## src/rtl/tc_timer.sv

```systemverilog
// -----------------------------------------------------------------------------
// tc_timer
//
// Memory-mapped countdown timer. Software programs a PRESET value and enables
// the timer through CTRL. The timer loads PRESET into COUNT, counts down to
// zero and then raises an interrupt flag. In one-shot mode the flag is held
// and the timer disables itself. In auto-reload mode the flag lasts one cycle
// and the timer restarts on its own. Any write to CTRL or PRESET acknowledges
// (clears) the interrupt flag.
//
// Register map (word addressed, addr[3:2]):
//   0 CTRL   : bit0 EN, bits2:1 MODE (01 = auto-reload, else one-shot),
//              bit3 IM (interrupt mask/enable), bits31:4 read as 0
//   1 PRESET : 32-bit read/write reload value
//   2 COUNT  : read-only current count
//   3 -      : unmapped, reads 0
//
// Ports:
//   clk    : system clock, rising edge
//   reset  : asynchronous active-low reset
//   addr   : byte address from the bridge, only bits 3:2 decoded
//   we     : write strobe
//   wdata  : write data
//   rdata  : combinational read data for addr[3:2]
//   irq    : interrupt request = irq_flag & IM
// -----------------------------------------------------------------------------
module tc_timer (
  input  logic        clk,
  input  logic        reset,
  input  logic [31:0] addr,
  input  logic        we,
  input  logic [31:0] wdata,
  output logic [31:0] rdata,
  output logic        irq
);

  typedef enum logic [1:0] {
    IDLE = 2'd0,
    LOAD = 2'd1,
    CNT  = 2'd2,
    INT  = 2'd3
  } state_t;

  state_t      state_q, state_d;
  logic        en_q, en_d;
  logic [1:0]  mode_q, mode_d;
  logic        im_q, im_d;
  logic [31:0] preset_q, preset_d;
  logic [31:0] count_q, count_d;
  logic        irq_flag_q, irq_flag_d;

  logic        wr_ctrl;
  logic        wr_preset;
  logic        unused_addr_bits;

  assign wr_ctrl          = we && (addr[3:2] == 2'd0);
  assign wr_preset        = we && (addr[3:2] == 2'd1);
  assign unused_addr_bits = ^{addr[31:4], addr[1:0]};

  always_ff @(posedge clk or negedge reset) begin
    if (!reset) begin
      state_q    <= IDLE;
      en_q       <= 1'b0;
      mode_q     <= 2'b00;
      im_q       <= 1'b0;
      preset_q   <= 32'd0;
      count_q    <= 32'd0;
      irq_flag_q <= 1'b0;
    end else begin
      state_q    <= state_d;
      en_q       <= en_d;
      mode_q     <= mode_d;
      im_q       <= im_d;
      preset_q   <= preset_d;
      count_q    <= count_d;
      irq_flag_q <= irq_flag_d;
    end
  end

  // FSM updates are computed first; bus writes are applied afterwards so a
  // software write to the same field in the same cycle always wins.
  always_comb begin
    state_d    = state_q;
    en_d       = en_q;
    mode_d     = mode_q;
    im_d       = im_q;
    preset_d   = preset_q;
    count_d    = count_q;
    irq_flag_d = irq_flag_q;

    case (state_q)
      IDLE: begin
        if (en_q) state_d = LOAD;
      end
      LOAD: begin
        count_d = preset_q;
        state_d = CNT;
      end
      CNT: begin
        if (!en_q) begin
          state_d = IDLE;
        end else if (count_q > 32'd1) begin
          count_d = count_q - 32'd1;
        end else begin
          // COUNT of 0 or 1 both expire here, so PRESET=0 acts like 1
          count_d    = 32'd0;
          irq_flag_d = 1'b1;
          state_d    = INT;
        end
      end
      INT: begin
        // Only MODE 01 auto-reloads; 00, 10 and 11 are one-shot
        if (mode_q == 2'b01) begin
          irq_flag_d = 1'b0;
        end else begin
          en_d = 1'b0;
        end
        state_d = IDLE;
      end
      default: state_d = IDLE;
    endcase

    if (wr_ctrl) begin
      en_d       = wdata[0];
      mode_d     = wdata[2:1];
      im_d       = wdata[3];
      irq_flag_d = 1'b0;
    end
    if (wr_preset) begin
      preset_d   = wdata;
      irq_flag_d = 1'b0;
    end
  end

  always_comb begin
    rdata = 32'd0;
    case (addr[3:2])
      2'd0:    rdata = {28'd0, im_q, mode_q, en_q};
      2'd1:    rdata = preset_q;
      2'd2:    rdata = count_q;
      default: rdata = 32'd0;
    endcase
  end

  assign irq = irq_flag_q & im_q;

endmodule
```

## config.mk

```make
export PLATFORM = sky130hd
export DESIGN_NAME = tc_timer
export DESIGN_NICKNAME = d
export VERILOG_FILES = /design/src/rtl/tc_timer.sv
export SDC_FILE = /design/constraint.sdc
export NUM_CORES = 1
export LEC_CHECK = 0
export CORE_ASPECT_RATIO = 0.7
export CORE_MARGIN = 3
export CORE_UTILIZATION = 53
export CTS_CLUSTER_SIZE = 14
export DETAILED_ROUTE_END_ITERATION = 7
export PLACE_DENSITY_LB_ADDON = 0.3
export RECOVER_POWER = 25
export SLEW_MARGIN = 20
export SYNTH_ARGS = -nofsm -noshare
export SYNTH_HDL_FRONTEND = slang
export SYNTH_SLANG_ARGS = --single-unit
```

## constraint.sdc

```tcl
create_clock -name clk -period 6.71 [get_ports clk]
set_input_delay 1.342 -clock clk [delete_from_list [all_inputs] [get_ports clk]]
set_output_delay 1.342 -clock clk [all_outputs]
set_load 0.02 [all_outputs]
```

==> flow_metrics.tcl <==
set metrics [dict create \
    fin_ws_ps 1966 \
    viasPerCell 6.474 \
    synth_top_area_cell "dfrtp_1" \
    cts-hold-fix-buffers 0 \
    synth.area.top_cells "dfrtp_1 46%, mux2_2 10%, a22o_1 6.5%" \
    dp_slack_ps 1999 \
    htreeDepth 3 \
    fin_setup_tns_ps 0 \
    area_delta_synth_final_pct 25.30 \
    die_w_um 108.4 \
    dr.pass1.iters 5 \
    fp.dieH_um 77.70 \
    drive_above_1_share_pct 15.71 \
    synthCells 387 \
    post-route-period-util_pct 70.69 \
    rsz0062_at_grt "no" \
    syn-cell-area_um2 3892 \
    grt_use_total_pct 25.06 \
    wirelength_mm 10.05 \
    holdCritPathClass "reg2reg" \
    clockBufferDepth 2 \
    num_antenna_cells 0 \
    antenna_found_initial 0 \
    hold_ws_ps 533.8 \
    vdd_drop_max_v 0.0001792 \
    grt_max_degree 72 \
    worstPathArrival_ps 3400 \
    synth-seq-cells 71 \
    clock.fmax_mhz 210.8 \
    synth_area_per_cell_um2 10.06 \
    port_buffers 69 \
    power_density_nw_per_um2 392.1 \
    start_util_pct 56.05 \
    dp_hpwl_mm 6.558 \
    final_util_pct 70.23 \
    grt_pass1_wl_mm 16.75 \
    rows 25 \
    fin_skew_ps 9.670 \
    hold_viol 0 \
    synth_cell_types 49 \
    clock_latency_ps 350 \
    fin_nets 516 \
    cp.required_ps 5370 \
    ys.warnings.count 0 \
    async_reset_ff_share_pct 100.0 \
    yosysTopAreaCellShare_pct 45.64 \
    numCtsBuffers 9 \
    clock-root-buffer "clkbuf_8" \
    synth-edff-count 0 \
    path_clk_slew_ps 80 \
    syn_nets 456 \
    worstSetupPathType "in2out" \
    yosysSeqAreaShare_pct 45.64 \
    timing.final.crit_period_ps 4744 \
    crit_path_end_kind "output pin" \
    setup_viol 0 \
    ys.flop_type "dfrtp_1" \
    start_kind "primary input" \
    post-cts-setup-buffers 0 \
    num_vias 3535 \
    antenna_left 0 \
    cts_sinks 71 \
    core_area_um2 6944 \
    die_area_um2 8425 \
    status "complete, but fails checks" \
    gp_congestion 0.8680 \
    slew_headroom_pct -147.2 \
    wl_per_cell_um 18.40 \
    yosysMostFrequentCell "dfrtp_1" \
    p_leak_nw 1.950 \
    drc 0 \
    io_pins 100 \
    grt-ovfl-total 0 \
    ctsResizeCount 0 \
    cts_tree "done" \
    worstMarginPinSlew_ps 3708 \
    violations "max-capacitance violations, max-slew violations" \
    maxCapViolCount 1 \
    grt_pass1_vias 3303 \
    yosys-top-cells-count "71 x dfrtp_1, 35 x mux2_2, 31 x nand2_1" \
    dr.first_iter.drc_count 404 \
    slew_violations 72 \
    path_max_fanout 28 \
]
[critical path, cell delays in order]
cell             delay, ps
clkdlybuf4s50_1        680
nor2b_2                200
buf_4                  330
a22o_1                 230
clkdlybuf4s50_1        620
[layout make-up]
cell class	instances	area [um^2]
fill	531	2067
clock buffer	10	137.6
sequential	71	1777
multi-input combinational	283	1983
inverter	7	27.53
clock inverter	6	107.6
timing repair buffer	75	726.9
tap	94	117.6
[path summary, 6_finish.rpt]
| kind | start | to | slack [ps] | cells after the start |
|---|---|---|---|---|
| max in group asynchronous | reset | count_q[11]$_DFFE_PN0P_ | 2280 | 2 |
| min in group asynchronous | reset | preset_q[29]$_DFFE_PN0P_ | 2370 | 2 |
| worst max-delay path | addr[3] | rdata[13] | 1970 | 5 |
| worst min-delay path | preset_q[6]$_DFFE_PN0P_ | count_q[6]$_DFFE_PN0P_ | 530 | 1 |
| worst max register to register | count_q[16]$_DFFE_PN0P_ | count_q[2]$_DFFE_PN0P_ | 3480 | 6 |
| worst min register to register | preset_q[6]$_DFFE_PN0P_ | count_q[6]$_DFFE_PN0P_ | 530 | 1 |
[state kept, by name, indices dropped and copies added, names as in the netlist]
register,cells
count_q,32
preset_q,32
mode_q,2
state_q,2
en_q,1
im_q,1
irq_flag_q,1
[cell families after synthesis]
logic type      after synthesis  synth area share (%)
mux                          40                 11.41
fa+ha+maj                     2                0.6428
simple gates                121                 16.07
compound gates              120                 22.60
flops                        71                 45.64
buf+inv                      33                 3.632
[cell usage in the layout, fill, tap and decap left out, types with 6 or more instances in the layout]
master | netlist | final
dfrtp_1 | 71 | 71
clkdlybuf4s50_1 | 0 | 68
mux2_2 | 35 | 35
nand2_1 | 31 | 31
a22o_1 | 29 | 29
o21ai_0 | 25 | 25
nor2_1 | 25 | 25
nor3_1 | 14 | 14
nand3_1 | 11 | 11
clkbuf_8 | 0 | 10
a21oi_1 | 10 | 9
a22oi_1 | 9 | 9
a221o_1 | 9 | 9
nor4_1 | 7 | 7
o311ai_0 | 7 | 7
inv_1 | 6 | 6
[report_power, final]
| part | total [mW] | internal (mW) | switching [mW] |
|---|---|---|---|
| sequential | 0.741 | 0.568 | 0.172 |
| combinational | 0.756 | 0.334 | 0.422 |
| clock | 0.415 | 0.256 | 0.160 |
[through the flow]
step	total power [mW]	area (um^2)	cells
3_5_place_dp	1.479	4636	530
3_3_place_gp	1.452	4636	530
2_1_floorplan	1.231	3892	387
6_report	1.912	4877	546
4_1_cts	1.904	4881	546
5_1_grt	2.032	4877	546
[metal layers]
layer  vias up  GRT usage, %  share of wire, %
met5         -             0                 0
met4         0         5.675               1.8
met3        23         6.816                10
met2       217         35.14                42
met1      1692         38.55                45
li1       1603             -                 -
(Power assumes the default switching activity.)
